## src/rtl/regwr_rr_arbiter_pkg.sv

```systemverilog
// Shared constants for the register-bank write-port arbiter.
// Word size, register index width and requester-count limit.
package regwr_rr_arbiter_pkg;

  localparam int WORD_LENGTH = 32;
  localparam int REG_ADDR_W  = 3;
  localparam int RR_MAX_REQ  = 8;

endpackage

```

## src/rtl/regwr_rr_arbiter_rr_pick.sv

```systemverilog
// Combinational round-robin pick.
// Rotate so ptr sits at bit 0, take the lowest set bit, rotate the index back.
module rr_pick #(
  parameter int N  = 4,
  parameter int PW = $clog2(N)
) (
  input  logic [N-1:0]  req,
  input  logic [PW-1:0] ptr,
  output logic [N-1:0]  gnt,
  output logic [PW-1:0] idx
);

  localparam logic [PW:0] NV = (PW+1)'(N);

  logic [2*N-1:0] dbl;
  logic [N-1:0]   rot;
  logic [PW-1:0]  off;
  logic [PW:0]    sum;

  always_comb begin
    dbl = {req, req};
    rot = dbl[ptr +: N];
    off = '0;
    for (int j = N-1; j >= 0; j--) begin
      if (rot[j]) off = PW'(j);
    end
    sum = {1'b0, ptr} + {1'b0, off};
    if (sum >= NV) sum = sum - NV;
    idx = sum[PW-1:0];
    gnt = (|req) ? (N'(1) << idx) : '0;
  end

endmodule

```

## src/rtl/regwr_rr_arbiter.sv

```systemverilog
// Round-robin arbiter for the register bank's single write port,
// with a one-entry output stage that honours a stall from the bank.
module regwr_rr_arbiter
  import regwr_rr_arbiter_pkg::*;
#(
  parameter int N_REQ  = 4,
  parameter int WIDTH  = WORD_LENGTH,
  parameter int ADDR_W = REG_ADDR_W,
  parameter int PW     = $clog2(N_REQ)
) (
  input  logic                    clk,
  input  logic                    rst_n,
  input  logic [N_REQ-1:0]        req_valid,
  input  logic [N_REQ*ADDR_W-1:0] req_addr,
  input  logic [N_REQ*WIDTH-1:0]  req_data,
  output logic [N_REQ-1:0]        req_ready,
  output logic                    wr_en,
  output logic [ADDR_W-1:0]       wr_addr,
  output logic [WIDTH-1:0]        wr_data,
  input  logic                    wr_stall,
  output logic [PW-1:0]           grant_id
);

  if (N_REQ < 2 || N_REQ > RR_MAX_REQ) begin : g_chk
    $error("regwr_rr_arbiter: N_REQ out of range");
  end

  logic [PW-1:0]    ptr;
  logic [N_REQ-1:0] gnt;
  logic [PW-1:0]    idx;
  logic             stage_free;
  logic             hs;

  rr_pick #(
    .N  (N_REQ),
    .PW (PW)
  ) u_pick (
    .req (req_valid),
    .ptr (ptr),
    .gnt (gnt),
    .idx (idx)
  );

  assign stage_free = !wr_en || !wr_stall;
  assign req_ready  = (stage_free && rst_n) ? gnt : '0;
  assign hs         = |req_ready;

  always_ff @(posedge clk or negedge rst_n) begin
    if (!rst_n) begin
      ptr      <= '0;
      wr_en    <= 1'b0;
      wr_addr  <= '0;
      wr_data  <= '0;
      grant_id <= '0;
    end else if (hs) begin
      wr_en    <= 1'b1;
      wr_addr  <= req_addr[idx*ADDR_W +: ADDR_W];
      wr_data  <= req_data[idx*WIDTH +: WIDTH];
      grant_id <= idx;
      ptr      <= (idx == PW'(N_REQ-1)) ? '0 : idx + 1'b1;
    end else if (stage_free) begin
      // stage retired (or was empty) with nothing new to load
      wr_en <= 1'b0;
    end
  end

endmodule

```

## config.mk

```make
export PLATFORM = sky130hd
export DESIGN_NAME = regwr_rr_arbiter
export DESIGN_NICKNAME = d
export VERILOG_FILES = /design/src/rtl/regwr_rr_arbiter_pkg.sv /design/src/rtl/regwr_rr_arbiter_rr_pick.sv /design/src/rtl/regwr_rr_arbiter.sv
export SDC_FILE = /design/constraint.sdc
export NUM_CORES = 1
export LEC_CHECK = 0
export BUFFER_PORTS_ARGS = -buffer_cell sky130_fd_sc_hd__buf_2
export CORE_ASPECT_RATIO = 1.5
export CORE_MARGIN = 2
export CORE_UTILIZATION = 40
export CTS_CLUSTER_SIZE = 25
export DETAILED_ROUTE_END_ITERATION = 10
export PLACE_DENSITY_LB_ADDON = 0.08
export SETUP_SLACK_MARGIN = 0.2
export SLEW_MARGIN = 10
export SYNTH_ARGS = -nofsm -noshare
export SYNTH_HDL_FRONTEND = slang
export SYNTH_SLANG_ARGS = --single-unit
```

## constraint.sdc

```tcl
create_clock -name clk -period 3.6 [get_ports clk]
set_clock_uncertainty 0.1 [all_clocks]
set_input_delay 0.72 -clock clk [delete_from_list [all_inputs] [get_ports clk]]
set_output_delay 0.72 -clock clk [all_outputs]
set_load 0.01 [all_outputs]
```

==> metrics.txt, run 1 <==
CP max-delay cell=nand4_1; Final Cycle Share=0.919; max_slew headroom=0.529; DR iter-0 viols=180; Boundary Pins=189; Hold WC Path Type=reg2reg; clk root buf=clkbuf_16; Post-synth EDFFs=0; Mean Syn Cell Area=9.23 um^2; DIE HEIGHT=114 um; PD cells=1070 nW/um^2; crit end category=output pin; gr usage total=0.239; TritonCTS Sinks=40; fin. max-slew vios=0; final setup violation count=0; CP Data Arrival Time=2490 ps; Core ar.=7960 um^2; worst skew pair latency=280 ps; largest net degree at the start of global routing=77; VDD IR max=approximately 0.71 mV; top-area cell type share of the netlist area=0.308; synth unique cells=40; Final Hold Viols=0; htree depth=2; layout cell share with drive strength beyond 1=0.471; Max-Cap Viols=0; sequential fraction of the synthesis area=0.308; worst hold stages=2; DRC=0; startpoint types=primary input; #FFs+latches synth=40; Hold Slack=402 ps; Syn-to-layout area delta=43.5%; Mapped Cells=around 350; Synth warnings=0; minimum clock period=~3300 ps; list of most frequent post-synthesis cells=nor2b_1, dfrtp_1; Die X=approximately 78 um; CTS tree=done; post-layout util=0.586; Synth area leaders=dfrtp_1, nor2b_1, a2111oi_0; syn nets=between 500 and 600; worst setup path start=req_valid[3]; crit path max fanout=7; RR Endpoint=wr_data[24]$_DFFE_PN0P_; final net count=approximately 680; worst hold start=wr_en$_DFFE_PN0P_; GRT overflow=0; std cell rows=40; cell taking the most area after synthesis=dfrtp_1; clock buffer depth=2; DR pass1 iterations=4; Placer Congestion=approximately 0.79; worst r2r path cells=14; DR WL/cell=about 17 um; Static Leakage=2.03 nW; post-route ant nets=0; CTS buffer count=5; first-pass GRT wire length=17.3 mm; Detailed Route WL=10.8 mm; Synth Flop Type=dfrtp_1; Synth Cell Area=around 3200 um^2; DR vias/cell=5.79; CP Cell Sequence=buf_8 -> nor2b_4 -> a21oi_2 -> nor2_2 -> a211oi_2 -> a21oi_2 -> ha_4 -> xor2_2 -> nand4_1 -> nand2_4 -> ha_4 -> and2_4 -> buf_6; DPL Wire Length=7.70 mm; Reg2Reg Launch Point=ptr[1]$_DFFE_PN0P_; worst hold path endpoint=wr_en$_DFFE_PN0P_; Top delay family on crit path=simple AND/OR/NAND/NOR gates; worst slew pin tran=about 690 ps; critical path's largest stage delay=250 ps; outcome=finished clean; vias=about 3700; Buffers & Inverters on Critical Path=2; top-count cell post-synth=nor2b_1; initial core utilization=0.408; Port-buffer cells=188; die area=8870 um^2; CTS clk-pin slew, worst paths=60 ps; Setup TNS Final=0 ps; r2r setup slk=490 ps; Fmax achieved=0.302 GHz; antenna violations before repair=0; ant diodes=0; Worst Setup Path Type=in2out; Worst path depth=13; CP required=2780 ps; vias in the first global route=3593; RSZ-0062 raised after global routing=yes; FFs w/ async S/R, synth=1.00
## cell usage in the layout, fill, tap and decap left out, drive strengths merged, types with 5 or more instances in the layout
master	instances
clkbuf	7
nand2	7
a2111oi	35
buf	217
o311ai	35
o21ai	5
a221oi	35
o31ai	36
dfrtp	40
nor2	5
nor2b	73
a21oi	5
## how the worst max path moves through the flow
stage / to / slack, ps
floorplan: req_ready[3] / 210
global placement: req_ready[2] / 120
detailed placement: req_ready[2] / 50
CTS: req_ready[3] / 210
global route: req_ready[3] / 170
finish: req_ready[3] / 290
## repair_timing
item,CTS,global route
setup buffers,4,5
endpoints found under the hold margin,0,0
cloned,0,0
hold buffers,0,0
pin swaps,5,7
setup endpoints to repair,2,4
gates resized for setup,7,15
## area by class of cell
class / instances / area (um^2)
clock buffer: 7 / 153
fill: 725 / 3300
inverter: 3 / 11.3
multi-input combinational: 262 / 2120
sequential: 40 / 1000
tap: 105 / 131
timing repair buffer: 217 / 1240
## flip-flops by register name (all words and copies together), names as in the netlist
signal and cells:
grant_id 2, ptr 2, wr_addr 3, wr_data 32, wr_en 1
## layer usage
| layer | vias to the layer above | track usage | share of wire | wire length, um |
|---|---|---|---|---|
| met5 | - | 0 | 0 | 0 |
| met2 | 135 | 0.422 | 0.51 | 5570 |
| met3 | 21 | 0.0426 | 0.052 | 566 |
| met4 | 0 | 0.0810 | 0.024 | 261 |
| li1 | 1799 | - | - | - |
| met1 | 1718 | 0.294 | 0.41 | 4440 |
## worst reg2reg max path, stage by stage, from the launching register on
cell      delay (ps)
dfrtp_2          460
buf_4            200
a211oi_2         240
a21oi_2           80
ha_4             210
xor2_2           140
nand4_1          200
nand2_4           90
ha_4             170
buf_4            120
buf_4            130
o21ai_4          140
o31a_2           340
buf_12           220
o31ai_1          110
## cells by family (layout without fill, tap and decap cells)
family / after synthesis / after routing / synth area share
AOI/OAI and AO/OA: 159 / 159 / 0.409
xor gates and xnor gates: 2 / 2 / 0.00539
adders and majority gates: 3 / 3 / 0.0116
buffers and inverters: 50 / 227 / 0.0716
DFF: 40 / 40 / 0.308
muxes: 2 / 2 / 0.00925
and+or+nand+nor: 96 / 96 / 0.185
## stage by stage
step	setup WS (ps)	power, mW	area [um^2]	std cells
floorplan	209	3.30	3310	352
global placement	119	4.36	4360	618
detailed placement	46.3	4.42	4360	618
CTS	206	4.96	4570	629
global route	167	5.43	4660	634
finish	292	5.00	4660	634
## where the power goes
group	switching [mW]	total (mW)	internal, mW
logic	2.15	3.71	1.56
registers	0.126	0.831	0.705
clock network	0.170	0.460	0.291
Note: power is estimated with default switching activity, not from simulation.
==> run 2: changes to the inputs <==
BUFFER_PORTS_ARGS = default   (was -buffer_cell sky130_fd_sc_hd__buf_2)
CORE_UTILIZATION = 55   (was 40)
DONT_BUFFER_PORTS = 1   (was default)
PLACE_DENSITY_LB_ADDON = 0.3   (was 0.08)
clock period = 3.9 ns   (was 3.6 ns; I/O delays follow)
==> run 2 against run 1 <==
Against the previous run: cell count shrank 37%; combinational power shrank 28%; critical endpoint unchanged; die area shrank 26%; non-clock buffer count shrank 200; clock power shrank 40%; largest power group unchanged; hold slack lost 320 ps; count of clock-buffer cells in the layout grew 1; register-to-register slack gained 310 ps; cell area shrank 27%; global-route usage grew 3.3 points; routed wire length shrank 14%; critical path type unchanged; highest routed layer unchanged.
==> metrics.txt, run 2 (synthesis gave the netlist of run 1 again) <==
std cell rows=34; Hold WC Path Type=in2async; Post-DP Area=3260 um^2; die area=6550 um^2; GRT overflow=0; htree depth=2; Fmax achieved=0.280 GHz; vias in the first global route=2784; Port-buffer cells=0; post-placement cell count=a little under 400; Largest Register=wr_data; hold buffers post-CTS=0; gr usage total=0.273; DRC=0; outcome=finished clean; first-pass GRT wire length=around 14 mm; Final Hold Viols=0; Worst Setup Path Type=in2out; overall power=3.86 mW; final setup margin=between 300 and 400 ps; Max-Cap Viols=0; ant diodes=0; max reg flops=32; post-route ant nets=0; fin. max-slew vios=0; Final Cycle Share=0.915; CTS tree=done; antenna violations before repair=0; biggest registers after layout=wr_data x32, wr_addr x3; PD cells=1140 nW/um^2; DPL Wire Length=approximately 6.6 mm; layout cell share with drive strength beyond 1=0.112; non-filler cells, final=402; CTS clk-pin slew, worst paths=70 ps; Seq. cell area=about 1000 um^2; Boundary Pins=189; Placer Congestion=0.827; CP Data Arrival Time=approximately 2700 ps; crit path max fanout=8; minimum clock period=approximately 3600 ps; RSZ-0062 raised after global routing=no; DR WL/cell=23.1 um; final setup violation count=0; Static Leakage=1.14 nW; Die X=approximately 67 um; Detailed Route WL=9.28 mm; vias=just under 3000; DR iter-0 viols=150; worst slew pin tran=677 ps; largest net degree at the start of global routing=54; crit end category=output pin; VDD IR max=0.508 mV; initial core utilization=0.566; clk root buf=clkbuf_8; area occupied by multi-input gates=about 2100 um^2; final net count=479; CP required=3020 ps; most frequent cells in the layout=nor2b_1, dfrtp_1; CTS buffer count=5; FILL cells=between 500 and 600; max_slew headroom=0.537; TritonCTS Sinks=40; dpl ws=264 ps; commonest non-fill, non-tap cell in the layout=nor2b_1; startpoint types=primary input; Setup TNS Final=0 ps; Syn-to-layout area delta=4.20%; clock buffer depth=2; Final Cell Area=3380 um^2; DR vias/cell=7.41; Core ar.=roughly 5700 um^2; worst skew pair latency=around 280 ps; DR pass1 iterations=4; DIE HEIGHT=98.1 um
run 2: cell count changes in the layout (fill, tap and decap cells not counted), moves of 2 or more:
cell,change
buf_4,-8
clkbuf_16,-5
clkbuf_1,+2
a21oi_1,+4
buf_12,-3
buf_6,-4
clkbuf_8,+4
buf_2,-184
a21oi_2,-4
run 2: area by class of cell:
cell class / instances / area share
repair buffers: 17 / 0.0414
inverters: 3 / 0.00333
clock buffers: 8 / 0.0266
well taps: 72 / 0.0266
multi-input cells: 262 / 0.606
flip-flops and latches: 40 / 0.296
run 2: worst max-delay path, stage by stage:
cell and delay [ps]:
inv_1 50, o21ai_0 110, a21oi_1 180, a21oi_1 60, a21oi_1 300, ha_4 210
xor2_2 210, nand4_1 210, nand2_2 170, ha_1 220, and2_1 190
run 2: final timing paths:
| path | startpoint | endpoint | slack, ps | cells after the start |
|---|---|---|---|---|
| worst max register to register | ptr[1]$_DFFE_PN0P_ | wr_data[21]$_DFFE_PN0P_ | 800 | 12 |
| min in group clk | wr_en$_DFFE_PN0P_ | wr_en$_DFFE_PN0P_ | 470 | 2 |
| max in group asynchronous | rst_n | wr_data[9]$_DFFE_PN0P_ | 3530 | 0 |
| worst min register to register | wr_en$_DFFE_PN0P_ | wr_en$_DFFE_PN0P_ | 470 | 2 |
| worst max-delay path | req_valid[1] | req_ready[3] | 330 | 11 |
| worst min-delay path | rst_n | wr_addr[1]$_DFFE_PN0P_ | 80 | 0 |
run 2: per-layer routing:
layer / up-vias / global-route usage / share of wire
met5: - / 0 / 0
met4: 0 / 0.0738 / 0.017
met3: 13 / 0.0553 / 0.074
met2: 148 / 0.474 / 0.53
met1: 1422 / 0.336 / 0.38
li1: 1397 / - / -
run 2: power by group:
group	total [mW]	leakage [nW]	switching (mW)	internal [mW]
Sequential	0.922	0.488	0.271	0.651
Combinational	2.66	0.611	1.65	1.02
Clock	0.278	0.0455	0.134	0.144
Total	3.86	1.14	2.05	1.81
run 2: per-stage QoR:
step                      utilization  hold slack (ps)
after floorplan                     -              384
after global placement          0.568              386
after detailed placement        0.568              386
after CTS                       0.584             70.8
after global routing            0.589             64.7
final                           0.589             82.2
run 2: repair_timing:
| item | CTS | global route |
|---|---|---|
| setup endpoints to repair | 2 | 2 |
| buffers inserted | 0 | 2 |
| pin swaps | 0 | 1 |
| gates resized for setup | 1 | 2 |
==> run 3: changes to the inputs <==
SYNTH_HIERARCHICAL = 1   (was default)
==> run 3 against run 2 <==
Against the previous run: cell count is 42% lower; count of clock-buffer cells in the layout is 3 lower; die area is 9.5% lower; sequential power is 3.3% higher; sequential share of layout area is 4.5 points higher; critical path type is now reg2out.
==> metrics.txt, run 3 <==
list of most frequent post-synthesis cells=dfrtp_1, mux2_4, mux4_2; Buffers & Inverters on Critical Path=1; Max-Cap Viols=0; layout cell share with drive strength beyond 1=0.485; non-filler cells, final=around 240; worst skew pair latency=~280 ps; Worst Setup Path Type=reg2out; Top delay family on crit path=simple AND/OR/NAND/NOR gates; startpoint types=register; DR WL/cell=27.5 um; area occupied by multi-input gates=1760 um^2; antenna violations before repair=0; Mean Syn Cell Area=16.7 um^2; Fmax achieved=0.300 GHz; vias=between 1500 and 2000; final setup violation count=0; DR pass1 iterations=4; Post-synth EDFFs=0; Synth warnings=6; VDD IR max=0.492 mV; gr usage total=0.216; crit path max fanout=11; worst slew pin tran=740 ps; DRC=0; PD cells=1230 nW/um^2; Static Leakage=1.21 nW; std cell rows=32; CP max-delay cell=dfrtp_1; CTS tree=done; CP Cell Sequence=inv_1 -> nor3b_1 -> a21oi_1 -> o211ai_1 -> ha_2 -> xnor2_1 -> nand2_1 -> mux2i_1 -> and2_1; TritonCTS Sinks=40; fin. max-slew vios=0; htree depth=2; syn nets=between 300 and 400; clock buffer depth=2; Seq. cell area=about 1000 um^2; Largest Register=wr_data; Sequential Power Share=0.264; most frequent cells in the layout=dfrtp_1, mux2_4, mux4_2; first-pass GRT wire length=9.59 mm; post-placement cell count=230; synth unique cells=33; CTS buffer count=5; largest net degree at the start of global routing=42; vias in the first global route=1788; CP required=3020 ps; minimum clock period=3330 ps; Setup Fix Bufs, Post-CTS=0; Synth Cell Area=2920 um^2; Final Hold Viols=0; Mapped Cells=175; Synth area leaders=dfrtp_1, mux4_2, mux2_4; overall power=3.61 mW; DR iter-0 viols=27; Synth Flop Type=dfrtp_1; PostCTS Resize Cnt=0; critical path's largest stage delay=around 530 ps; biggest registers after layout=wr_data x32, wr_addr x3; final setup margin=565 ps; CP Data Arrival Time=between 2000 and 2500 ps; FFs w/ async S/R, synth=1.00; Hold WC Path Type=in2async; final net count=318; Core ar.=5120 um^2; crit end category=output pin; RSZ-0062 raised after global routing=no; Syn-to-layout area delta=0.257%; max reg flops=32; sequential fraction of the synthesis area=0.342; Sw Share=0.372; GRT overflow=0; max_slew headroom=0.507; dpl ws=412 ps; DPL Wire Length=a little over 5 mm; FILL cells=428; Final Cycle Share=0.855; outcome=finished clean; DIE HEIGHT=between 90 and 100 um; initial core utilization=0.571; post-route ant nets=0; CTS clk-pin slew, worst paths=70 ps; Die X=63.5 um; clock share of power=0.067; DR vias/cell=about 7; cell taking the most area after synthesis=dfrtp_1; Worst path depth=9; Detailed Route WL=6.47 mm; #FFs+latches synth=40; commonest non-fill, non-tap cell in the layout=dfrtp_1; die area=5930 um^2; top-count cell post-synth=dfrtp_1; Port-buffer cells=0; top-area cell type share of the netlist area=0.342; worst r2r path cells=10; Boundary Pins=189; ant diodes=0; clk root buf=clkbuf_8; combinational share of power=0.670; Placer Congestion=0.728; Setup TNS Final=0 ps; hold buffers post-CTS=0; switching pwr=1.34 mW; Internal=2.27 mW
[run 3: cell count changes after synthesis, moves of 35 or more]
cell / change
nor2b_1: -73
mux2_4: +37
a2111oi_0: -35
a221oi_1: -35
o311ai_0: -35
o31ai_1: -35
[run 3: final timing paths]
path | startpoint | end | slack (ps)
max reg2reg | ptr[0]$_DFFE_PN0P_ | wr_data[30]$_DFFE_PN0P_ | 660
min in group clk | wr_en$_DFFE_PN0P_ | wr_en$_DFFE_PN0P_ | 470
max | ptr[0]$_DFFE_PN0P_ | req_ready[0] | 570
max in group asynchronous | rst_n | wr_data[11]$_DFFE_PN0P_ | 3520
min | rst_n | wr_addr[2]$_DFFE_PN0P_ | 90
min reg2reg | wr_en$_DFFE_PN0P_ | wr_en$_DFFE_PN0P_ | 470
[run 3: power by group through the flow]
stage | Combinational [mW] | Clock, mW | Sequential (mW)
global placement | 2.33 | 0 | 0.948
global route | 2.59 | 0.270 | 0.977
finish | 2.42 | 0.240 | 0.952
detailed placement | 2.46 | 0 | 0.954
CTS | 2.45 | 0.252 | 0.956
floorplan | 2.43 | 0 | 0.867
[run 3: kinds of logic after synthesis]
kind of cell / synth area share
DFF: 0.342
AOI/OAI and AO/OA: 0.0364
muxes: 0.499
xor gates and xnor gates: 0.00899
and+or+nand+nor: 0.0445
buffers and inverters: 0.0599
adders and majority gates: 0.00856
[run 3: worst register-to-register path: cells and delay by family (launching register included)]
| kind | cells | cell delay, ps |
|---|---|---|
| adder cells (fa/ha/maj) | 1 | 320 |
| AO/OA/AOI/OAI | 4 | 1180 |
| flip-flops | 1 | 530 |
| AND/OR/NAND/NOR | 2 | 360 |
| multiplexers | 2 | 520 |
| buffers and inverters | 1 | 120 |
[run 3: area by class of cell]
class                      count  area share
timing repair buffer           2     0.00512
multi-input combinational    119       0.600
inverter                       1     0.00128
clock buffer                   5      0.0235
sequential                    40       0.341
tap                           68      0.0290
[run 3: per-layer routing]
layer	routed length (um)	vias up	GRT usage
li1	-	681	-
met1	2200	821	0.255
met2	3620	106	0.374
met3	524	13	0.0662
met4	133	0	0.0725
met5	0	-	0
[run 3: per-stage QoR]
| stage | cell area (um^2) | utilization | hold slack, ps |
|---|---|---|---|
| 4_1_cts | 2930 | 0.572 | 77.0 |
| 3_3_place_gp | 2860 | 0.559 | 385 |
| 5_1_grt | 2930 | 0.572 | 64.2 |
| 2_1_floorplan | 2920 | - | 383 |
| 6_report | 2930 | 0.572 | 88.3 |
| 3_5_place_dp | 2860 | 0.559 | 385 |
